==> config.mk <==
export PLATFORM = sky130hd
export DESIGN_NAME = if_fetch_aligner
export DESIGN_NICKNAME = d
export VERILOG_FILES = /design/src/rtl/if_fetch_aligner_pkg.sv /design/src/rtl/if_fetch_aligner_fetch_group_rotator.sv /design/src/rtl/if_fetch_aligner.sv
export SDC_FILE = /design/constraint.sdc
export NUM_CORES = 1
export LEC_CHECK = 0
export ABC_AREA = 1
export CAP_MARGIN = 20
export CORE_UTILIZATION = 53
export DETAILED_ROUTE_END_ITERATION = 10
export GPL_TIMING_DRIVEN = 0
export PLACE_DENSITY = 0.8
export SYNTH_ARGS = -nofsm -noshare
export SYNTH_HDL_FRONTEND = slang
export SYNTH_SLANG_ARGS = --single-unit
==> constraint.sdc <==
create_clock -name clk -period 29.9 [get_ports clk]
set_input_delay 7.475 -clock clk [delete_from_list [all_inputs] [get_ports clk]]
set_output_delay 7.475 -clock clk [all_outputs]
set_load 0.01 [all_outputs]
==> src/rtl/if_fetch_aligner_pkg.sv <==
// Shared widths and the packed InstQueue entry layout for the fetch aligner.
package if_fetch_aligner_pkg;

  localparam int SINGLE_WORD    = 32;
  localparam int EXCCODE        = 5;
  localparam int ALL_CHECKPOINT = 8;
  localparam int FETCH_GROUP    = 4;

  typedef struct packed {
    logic [FETCH_GROUP-1:0]                inst_en;
    logic [2:0]                            inst_num;
    logic [SINGLE_WORD-1:0]                base_pc;
    logic [FETCH_GROUP*SINGLE_WORD-1:0]    inst;
    logic [FETCH_GROUP-1:0]                pred_take;
    logic [FETCH_GROUP*SINGLE_WORD-1:0]    pred_dest;
    logic [FETCH_GROUP*ALL_CHECKPOINT-1:0] pred_info;
    logic                                  has_exc;
    logic [EXCCODE-1:0]                    exc_code;
    logic                                  is_refill;
    logic                                  ds_pending;
  } fetch_entry_t;

endpackage

==> src/rtl/if_fetch_aligner_fetch_group_rotator.sv <==
// Rotates a 16B fetch block so slot0 holds the instruction at the fetch PC, then trims
// the group at the block end or after the delay slot of the first predicted-taken branch.
module fetch_group_rotator
  import if_fetch_aligner_pkg::*;
(
  input  logic [SINGLE_WORD-1:0]                pc,
  input  logic [FETCH_GROUP*SINGLE_WORD-1:0]    data,
  input  logic [FETCH_GROUP-1:0]                pred_take,
  input  logic [FETCH_GROUP*SINGLE_WORD-1:0]    pred_dest,
  input  logic [FETCH_GROUP*ALL_CHECKPOINT-1:0] pred_info,
  input  logic                                  has_exc,
  input  logic [EXCCODE-1:0]                    exc_code,
  input  logic                                  is_refill,
  output fetch_entry_t                          ent
);

  logic [1:0]             off;
  logic [2:0]             avail;
  logic [2:0]             num;
  logic [2:0]             t;
  logic                   found;
  logic [FETCH_GROUP-1:0] rot_take;

  always_comb begin
    ent      = '0;
    off      = pc[3:2];
    avail    = 3'd4 - {1'b0, off};
    rot_take = '0;
    found    = 1'b0;
    t        = 3'd0;
    for (int s = 0; s < FETCH_GROUP; s++) begin
      if (3'(s) < avail) rot_take[s] = pred_take[2'(off + 2'(s))];
    end
    for (int s = 0; s < FETCH_GROUP; s++) begin
      if (!found && rot_take[s]) begin
        found = 1'b1;
        t     = 3'(s);
      end
    end
    // A taken branch keeps its delay slot; if that slot lies past the block, flag it instead.
    if (has_exc)    num = 3'd1;
    else if (found) num = ((t + 3'd2) < avail) ? (t + 3'd2) : avail;
    else            num = avail;

    ent.inst_num   = num;
    ent.base_pc    = pc;
    ent.has_exc    = has_exc;
    ent.exc_code   = exc_code;
    ent.is_refill  = is_refill;
    ent.ds_pending = !has_exc && found && ((t + 3'd2) > avail);
    for (int s = 0; s < FETCH_GROUP; s++) begin
      if (3'(s) < num) begin
        ent.inst_en[s]                 = 1'b1;
        ent.pred_dest[s*32 +: 32]      = pred_dest[{2'(off + 2'(s)), 5'd0} +: 32];
        ent.pred_info[s*8 +: 8]        = pred_info[{2'(off + 2'(s)), 3'd0} +: 8];
        if (!has_exc) begin
          ent.inst[s*32 +: 32] = data[{2'(off + 2'(s)), 5'd0} +: 32];
          ent.pred_take[s]     = rot_take[s];
        end
      end
    end
  end

endmodule

==> src/rtl/if_fetch_aligner.sv <==
// Last IF stage: packs ICache groups into InstQueue entries through a 2-entry skid FIFO,
// dropping responses whose epoch predates the most recent flush.
module if_fetch_aligner
  import if_fetch_aligner_pkg::*;
#(
  parameter int CKPT_W = 8,
  parameter int EXC_W  = 5,
  parameter int DEPTH  = 2
) (
  input  logic                  clk,
  input  logic                  rst,
  input  logic                  SBA_flush_w_i,
  input  logic                  CP0_excOccur_w_i,
  input  logic                  IC_respValid_i,
  input  logic [31:0]           IC_respPC_i,
  input  logic [127:0]          IC_respData_i,
  input  logic                  IC_respEpoch_i,
  input  logic                  IC_hasException_i,
  input  logic [EXC_W-1:0]      IC_ExcCode_i,
  input  logic                  IC_isRefill_i,
  input  logic [3:0]            BP_predTake_i,
  input  logic [127:0]          BP_predDest_i,
  input  logic [4*CKPT_W-1:0]   BP_predInfo_i,
  input  logic                  ID_stopFetch_i,
  output logic                  IF_fetchReady_o,
  output logic                  IF_epoch_o,
  output logic                  IF_valid_o,
  output logic [3:0]            IF_instEnable_o,
  output logic [2:0]            IF_instNum_o,
  output logic [31:0]           IF_instBasePC_o,
  output logic [127:0]          IF_inst_p_o,
  output logic [3:0]            IF_predTake_p_o,
  output logic [127:0]          IF_predDest_p_o,
  output logic [4*CKPT_W-1:0]   IF_predInfo_p_o,
  output logic                  IF_hasException_o,
  output logic [EXC_W-1:0]      IF_ExcCode_o,
  output logic                  IF_isRefill_o,
  output logic                  IF_dsPending_o
);

  logic         flush;
  logic         epoch_q;
  logic [1:0]   count_q;
  logic [1:0]   count_nxt;
  logic         wr_ptr_q;
  logic         rd_ptr_q;
  logic         ready_q;
  logic         vld_p0;
  logic         pop;
  fetch_entry_t ent_p0;
  fetch_entry_t mem_p1 [2];
  fetch_entry_t head_p1;

  assign flush  = SBA_flush_w_i | CP0_excOccur_w_i;
  assign vld_p0 = IC_respValid_i & ready_q & (IC_respEpoch_i == epoch_q) & !flush;

  fetch_group_rotator u_rotator (
    .pc        (IC_respPC_i),
    .data      (IC_respData_i),
    .pred_take (BP_predTake_i),
    .pred_dest (BP_predDest_i),
    .pred_info (BP_predInfo_i),
    .has_exc   (IC_hasException_i),
    .exc_code  (IC_ExcCode_i),
    .is_refill (IC_isRefill_i),
    .ent       (ent_p0)
  );

  // p0 -> p1: packed group enters the skid FIFO
  always_ff @(posedge clk) begin
    if (vld_p0) mem_p1[wr_ptr_q] <= ent_p0;
  end

  assign pop       = (count_q != 2'd0) & !ID_stopFetch_i;
  assign count_nxt = count_q + 2'(vld_p0) - 2'(pop);

  always_ff @(posedge clk) begin
    if (rst) begin
      count_q  <= 2'd0;
      wr_ptr_q <= 1'b0;
      rd_ptr_q <= 1'b0;
      epoch_q  <= 1'b0;
      ready_q  <= 1'b1;
    end else if (flush) begin
      count_q  <= 2'd0;
      wr_ptr_q <= 1'b0;
      rd_ptr_q <= 1'b0;
      epoch_q  <= ~epoch_q;
      ready_q  <= 1'b1;
    end else begin
      if (vld_p0) wr_ptr_q <= ~wr_ptr_q;
      if (pop)    rd_ptr_q <= ~rd_ptr_q;
      count_q <= count_nxt;
      ready_q <= count_nxt < 2'(DEPTH);
    end
  end

  // p1 -> InstQueue: head fields are visible only while the write is offered
  assign head_p1 = pop ? mem_p1[rd_ptr_q] : '0;

  assign IF_fetchReady_o   = ready_q;
  assign IF_epoch_o        = epoch_q;
  assign IF_valid_o        = pop;
  assign IF_instEnable_o   = head_p1.inst_en;
  assign IF_instNum_o      = head_p1.inst_num;
  assign IF_instBasePC_o   = head_p1.base_pc;
  assign IF_inst_p_o       = head_p1.inst;
  assign IF_predTake_p_o   = head_p1.pred_take;
  assign IF_predDest_p_o   = head_p1.pred_dest;
  assign IF_predInfo_p_o   = head_p1.pred_info;
  assign IF_hasException_o = head_p1.has_exc;
  assign IF_ExcCode_o      = head_p1.exc_code;
  assign IF_isRefill_o     = head_p1.is_refill;
  assign IF_dsPending_o    = head_p1.ds_pending;

endmodule

==> reports/qor.csv, run 1 <==
stage,metric,value,unit
power_and_ir_drop,Psw,0.000608,W
min_path,hold path depth,2,
floorplan,die span in y,262,µm
sta,Fin. Hold Viols,0,
detailed_routing,vias,30709,
setup_path,Crit path max-delay family,buffers and inverters,
logic_synthesis,number of synthesized flops with an enable pin,676,
logic_synthesis,post-synthesis area per instance,9.94,µm²
setup_path,worst reg2reg path depth,9,
logic_synthesis,Cell variety after synth,34,
global_routing,busiest grt layer,met2,
floorplan,Die Area,68500,µm²
layout,most frequent cells in the layout,"nand2_1 (910), clkdlybuf4s50_1 (679), edfxtp_1 (676)",
placement,RePlAce Congestion,0.985,
logic_synthesis,Synth Area in Compound Gates,7.19,%
sta,WHS,0.529,ns
logic_synthesis,post-synthesis simple-gate area fraction,14.2,%
power_and_ir_drop,Power Density,50.7,nW/µm²
cts,TritonCTS buffer count,75,
sta,Worst slew margin,18.5,%
logic_synthesis,XOR/XNOR Fraction of Synth Area,0.0490,%
logic_synthesis,ys async rst share,0,%
global_routing,number of global-route vias before repair,29173,
logic_synthesis,syn_nets,3939,
cts,H-tree Lvls,3,
floorplan,die width,262,µm
job,number of max-cap violations,0,
floorplan,core region area,66200,µm²
cts,post-CTS setup buffer count,0,
layout,"most common cell after layout, fill and taps aside",nand2_1,
setup_path,crit-path max cell delay,0.93,ns
cts,CTS tree,yes,
setup_path,Arrival @ worst endpoint,10.89,ns
logic_synthesis,register area share after synthesis,57.2,%
cts,Worst-path clk slew,0.06,ns
setup_path,CP Capture Type,primary output,
placement,port buffer count,679,
floorplan,Row Count,94,
min_path,Hold Path Class,register to register,
status,status,finished clean,
detailed_routing,number of routed nets with antenna violations,0,
setup_path,Critical Path Stages,7,
logic_synthesis,post-synthesis register bit count,683,
global_routing,grt met2 use,58.3,%
sta,Final period util,61.4,%
global_routing,met3 GRT Util,10.8,%
cts,post-cts sizing count,0,
setup_path,Critical Path RT,22.43,ns
cts,worst-skew pair later-pin latency,0.63,ns
sta,final setup violation count,0,
setup_path,WP buf/inv,5,
setup_path,CP startpoint kind,primary input,
global_routing,grt ovf,0,
logic_synthesis,Synth Instances,3594,
logic_synthesis,adder-cell share of the synthesized area,0.245,%
power_and_ir_drop,total power,0.00237,W
setup_path,peak fanout along the critical path,10,
logic_synthesis,largest family of logic cells by synthesized area,simple AND/OR/NAND/NOR gates,
cts,Clock Tree Root,clkbuf_16,
placement,post-detailed-placement half-perimeter wirelength,101000,µm
layout,share of cells above drive strength 1,13.8,%
global_routing,GR Layer Usage met1,49.4,%
power_and_ir_drop,Net Sw Frac,25.6,%
setup_path,CP max-delay cell,clkbuf_1,
detailed_routing,WL/cell,25.3,µm
logic_synthesis,mux share of post-synthesis cell area,12.5,%
setup_path,critical path type,primary input to primary output,
sta,maximum clock rate,0.0545,GHz
floorplan,Ports,680,
setup_path,worst-path cell chain,clkdlybuf4s50_1 -> nor2_1 -> clkbuf_1 -> clkbuf_1 -> nand2_1 -> inv_1 -> clkdlybuf4s50_1,
floorplan,Initial Utilization,54.0,%
global_routing,gr usage total,38.2,%
sta,clock skew,0.0330,ns
cts,clock tree buffer depth,3,
layout,area grow syn2layout,31.0,%
detailed_routing,final WL,134000,µm
global_routing,first-pass GRT wire length,188000,µm
detailed_routing,vias per cell,5.77,
logic_synthesis,"Primary FF master, synth",edfxtp_1,
sta,Max Slew Vio Count,0,
power_and_ir_drop,Combinational Power Share,13.4,%
cts,post-cts hold buffer count,0,
sta,Tightest Pin Transition,1.22,ns
detailed_routing,DRC viols,0,
sta,Final Critical Period,18.36,ns
power_and_ir_drop,Flop pwr share,45.8,%
detailed_routing,Detailed Routing Iterations Pass 1,6,
power_and_ir_drop,Clock Power Share,40.8,%
detailed_routing,Starting DRT DRC Count,4396,
sta,RSZ-0062 raised after global routing,no,
logic_synthesis,Synth warnings,0,
layout,final layout net count,4723,
cts,clk sink count,683,
logic_synthesis,Synth Cell Area,35700,µm²
global_routing,pin count of the biggest net entering global routing,33,
power_and_ir_drop,Leak,19.0,nW
power_and_ir_drop,Peak supply drop,0.0000616,V
power_and_ir_drop,internal power,0.00176,W
global_routing,initial antenna violation count,25,
[power groups by stage]
stage                     clock, W  combinational, W  sequential [W]
final                     0.000968          0.000318         0.00109
after global routing       0.00100          0.000334         0.00109
after CTS                 0.000969          0.000307         0.00109
after detailed placement         0          0.000305         0.00111
after global placement           0          0.000295         0.00112
after floorplan                  0          0.000159         0.00111
[cell type report]
cell class / instances / area [µm²]
clock inverters: 45 / 582
well taps: 864 / 1080
plain buffers: 239 / 1060
repair buffers: 707 / 7370
clock buffers: 89 / 1970
flip-flops and latches: 683 / 20400
multi-input cells: 2138 / 12200
inverters: 534 / 2010
fillers: 4901 / 19400
diodes: 21 / 52.6
[routing by layer]
layer	vias up	share of wire, %
met2	2269	45
met5	-	0.072
met3	409	13
met4	14	5.6
met1	14526	37
li1	13491	-
[stage by stage]
| stage | TNS, ns | instances | setup slack, ns | utilization, % | instance area, µm² |
|---|---|---|---|---|---|
| 2_1_floorplan | 0 | 3594 | 6.84 | - | 35700 |
| 3_3_place_gp | -1287.24 | 5137 | -1.99 | 65.9 | 43600 |
| 3_5_place_dp | 0 | 5164 | 11.72 | 66.8 | 44200 |
| 4_1_cts | 0 | 5298 | 11.72 | 70.6 | 46800 |
| 5_1_grt | 0 | 5316 | 11.52 | 70.7 | 46800 |
| 6_report | 0 | 5320 | 11.54 | 70.7 | 46800 |
[cell usage after synthesis, types with 3 or more instances]
master	instances	area share, %
ha_1	7	0.25
mux2_2	338	11
clkbuf_1	176	1.8
buf_6	14	0.44
inv_1	529	5.6
dfxtp_1	7	0.39
buf_2	29	0.41
nor2_1	223	2.3
a211oi_1	72	1.5
nor2_2	70	1.2
nand2_1	910	9.6
nor3_1	12	0.17
o21ai_0	323	4.5
nand3_2	4	0.11
mux2i_1	66	1.8
o211ai_1	51	1.1
nand4_1	4	0.070
nand2_2	7	0.12
buf_4	3	0.063
nand3_1	40	0.56
a21oi_1	4	0.056
edfxtp_1	676	57
buf_1	16	0.17
inv_2	3	0.032
[registers in the layout (all words and copies together) (netlist names), named ones only]
register and count:
IF_epoch_o 1, rd_ptr_q 1, mem_p1 676, wr_ptr_q 1, IF_fetchReady_o 1, count_q 2
[worst reg2reg max path: cells and delay by family (launching register included)]
family	cells	cell delay [ns]
buffers and inverters	6	1.26
and+or+nand+nor	1	0.77
AOI/OAI and AO/OA	2	0.49
DFF	1	0.40
[worst paths after layout]
path / startpoint / to / slack [ns]
setup / recovery: ID_stopFetch_i / IF_predDest_p_o[62] / 11.54
setup reg to reg: IF_epoch_o / mem_p1[1][261] / 26.62
hold reg to reg: rd_ptr_q / rd_ptr_q / 0.53
hold / removal: rd_ptr_q / rd_ptr_q / 0.53
[cell families after synthesis]
logic type	after synthesis
AOI/OAI and AO/OA	451
xor gates and xnor gates	2
adders and majority gates	7
buffers and inverters	773
DFF	683
muxes	404
and+or+nand+nor	1274
Power figures use the tool's default switching activity.
==> inputs of run 2 (changes only) <==
Settings changed: CORE_ASPECT_RATIO set to 1.5, CORE_UTILIZATION 53 to 48, PLACE_DENSITY 0.8 to 0.77.
Clock period 29.9 ns to 16.45 ns, I/O delays scaled along.
==> run 2 against run 1 <==
  * Setup slack worse by 6.8 ns
  * Clock power is 55% higher
  * Utilization is 7.7 points lower
  * Clock skew is 0.015 ns lower
  * Die area is 10% higher
  * Final area is 0.76% lower
  * Combinational power is 81% higher
  * Sequential power is 81% higher
  * Routed wire length is 1.7% higher
  * First-iteration DRC count is 21% lower
  * Via count is 1.9% lower
  * Highest routed layer unchanged
==> reports/qor.csv, run 2 (same netlist as run 1, synthesis figures left out) <==
stage,metric,value,unit
setup_path,crit-path max cell delay,0.93,ns
setup_path,critical path type,primary input to primary output,
floorplan,Ports,680,
sta,Final period util,71.5,%
sta,Worst slew margin,22.2,%
layout,Largest register FFs,676,
sta,RSZ-0062 raised after global routing,no,
floorplan,Row Count,122,
min_path,Hold Path Class,register to register,
global_routing,met3 GRT Util,7.02,%
layout,final layout net count,4708,
placement,RePlAce Congestion,1.01,
cts,clock tree buffer depth,3,
floorplan,core region area,73700,µm²
cts,Worst-path clk slew,0.07,ns
global_routing,pin count of the biggest net entering global routing,34,
setup_path,CP startpoint kind,primary input,
detailed_routing,vias,30139,
detailed_routing,WL/cell,25.2,µm
layout,Fill cells,6051,
detailed_routing,vias per cell,5.57,
setup_path,peak fanout along the critical path,10,
global_routing,gr usage total,35.5,%
power_and_ir_drop,total power,0.00404,W
setup_path,worst-path cell chain,clkdlybuf4s50_1 -> nor2_1 -> clkbuf_1 -> clkbuf_1 -> nand2_1 -> inv_1 -> clkdlybuf4s50_1,
sta,Final Critical Period,11.75,ns
power_and_ir_drop,Power Density,87.0,nW/µm²
cts,worst-skew pair later-pin latency,0.67,ns
global_routing,busiest grt layer,met2,
sta,final setup violation count,0,
setup_path,CP max-delay cell,clkbuf_1,
floorplan,Die Area,75600,µm²
power_and_ir_drop,Peak supply drop,0.0000879,V
placement,post-detailed-placement half-perimeter wirelength,105000,µm
placement,port buffer count,679,
job,number of max-cap violations,0,
global_routing,first-pass GRT wire length,192000,µm
layout,area grow syn2layout,30.0,%
sta,Max Slew Vio Count,0,
setup_path,Critical Path RT,12.34,ns
setup_path,worst reg2reg path depth,10,
sta,maximum clock rate,0.0851,GHz
cts,H-tree Lvls,2,
cts,CTS tree,yes,
global_routing,initial antenna violation count,21,
floorplan,die width,225,µm
cts,clk sink count,683,
cts,TritonCTS buffer count,61,
detailed_routing,number of routed nets with antenna violations,0,
cts,post-cts hold buffer count,0,
global_routing,GR Layer Usage met1,40.5,%
global_routing,grt met2 use,60.9,%
layout,post-layout util,63.0,%
layout,Regs by FF count,"mem_p1: 676 flops, count_q: 2 flops",
setup_path,Arrival @ worst endpoint,7.64,ns
layout,most frequent cells in the layout,"nand2_1 (910), clkdlybuf4s50_1 (679), edfxtp_1 (676)",
status,status,finished clean,
detailed_routing,final WL,137000,µm
detailed_routing,Starting DRT DRC Count,3459,
layout,"most common cell after layout, fill and taps aside",nand2_1,
cts,Clock Tree Root,clkbuf_16,
floorplan,Initial Utilization,48.5,%
layout,share of cells above drive strength 1,13.5,%
detailed_routing,Detailed Routing Iterations Pass 1,6,
floorplan,die span in y,336,µm
power_and_ir_drop,Leak,18.8,nW
global_routing,number of global-route vias before repair,29775,
sta,Fin. Hold Viols,0,
min_path,hold path depth,2,
sta,clock skew,0.0181,ns
setup_path,CP Capture Type,primary output,
layout,"Most flops, register",mem_p1,
detailed_routing,DRC viols,0,
sta,Tightest Pin Transition,1.17,ns
cts,post-cts sizing count,0,
cts,post-CTS setup buffer count,0,
global_routing,grt ovf,0,
## run 2: changes by cell type in the layout (fill, tap and decap cells not counted), sizes merged
cell,before,now
clkbuf,265,243
diode,21,11
clkinv,30,24
clkinvlp,3,7
bufinv,11,9
inv,535,537
buf,91,90
## run 2: critical path, delay by kind of cell
family,cells,cell delay [ns]
buf+inv,5,2.78
simple gates,2,0.73
## run 2: metal layers
layer  vias to the layer above  share of wire (%)
met5                         -               0.13
met4                        26                6.6
met3                       426                9.1
met2                      1894                 49
met1                     14371                 35
li1                      13422                  -
## run 2: where the power goes
part | internal, W | switching [W] | total (W)
logic | 0.000203 | 0.000374 | 0.000577
clock network | 0.000823 | 0.000672 | 0.00150
registers | 0.00197 | 0.00000630 | 0.00197
## run 2: worst paths after layout
path	startpoint	endpoint	slack, ns
min	IF_epoch_o	IF_epoch_o	0.50
max reg2reg	IF_epoch_o	mem_p1[1][157]	13.17
min reg2reg	IF_epoch_o	IF_epoch_o	0.50
max	ID_stopFetch_i	IF_predDest_p_o[98]	4.70
## run 2: through the flow
stage | hold slack, ns | instances | worst slack (ns) | TNS (ns) | instance area, µm²
after floorplan | 0.461 | 3594 | -3.25 | -2186.69 | 35700
after global placement | 0.469 | 5265 | -12.34 | -8279.81 | 43800
after detailed placement | 0.489 | 5292 | 4.62 | 0 | 44400
after CTS | 0.499 | 5402 | 4.60 | 0 | 46400
after global routing | 0.526 | 5410 | 4.56 | 0 | 46500
final | 0.501 | 5413 | 4.70 | 0 | 46500
## run 2: final cells by class
cell class / instances / area, µm² / area share [%]
inverters: 534 / 2010 / 4.33
flip-flops and latches: 683 / 20400 / 44.0
clock buffers: 67 / 1550 / 3.33
clock inverters: 43 / 489 / 1.05
well taps: 992 / 1240 / 2.67
repair buffers: 706 / 7400 / 15.9
diodes: 11 / 27.5 / 0.0592
multi-input cells: 2138 / 12200 / 26.4
plain buffers: 239 / 1060 / 2.28
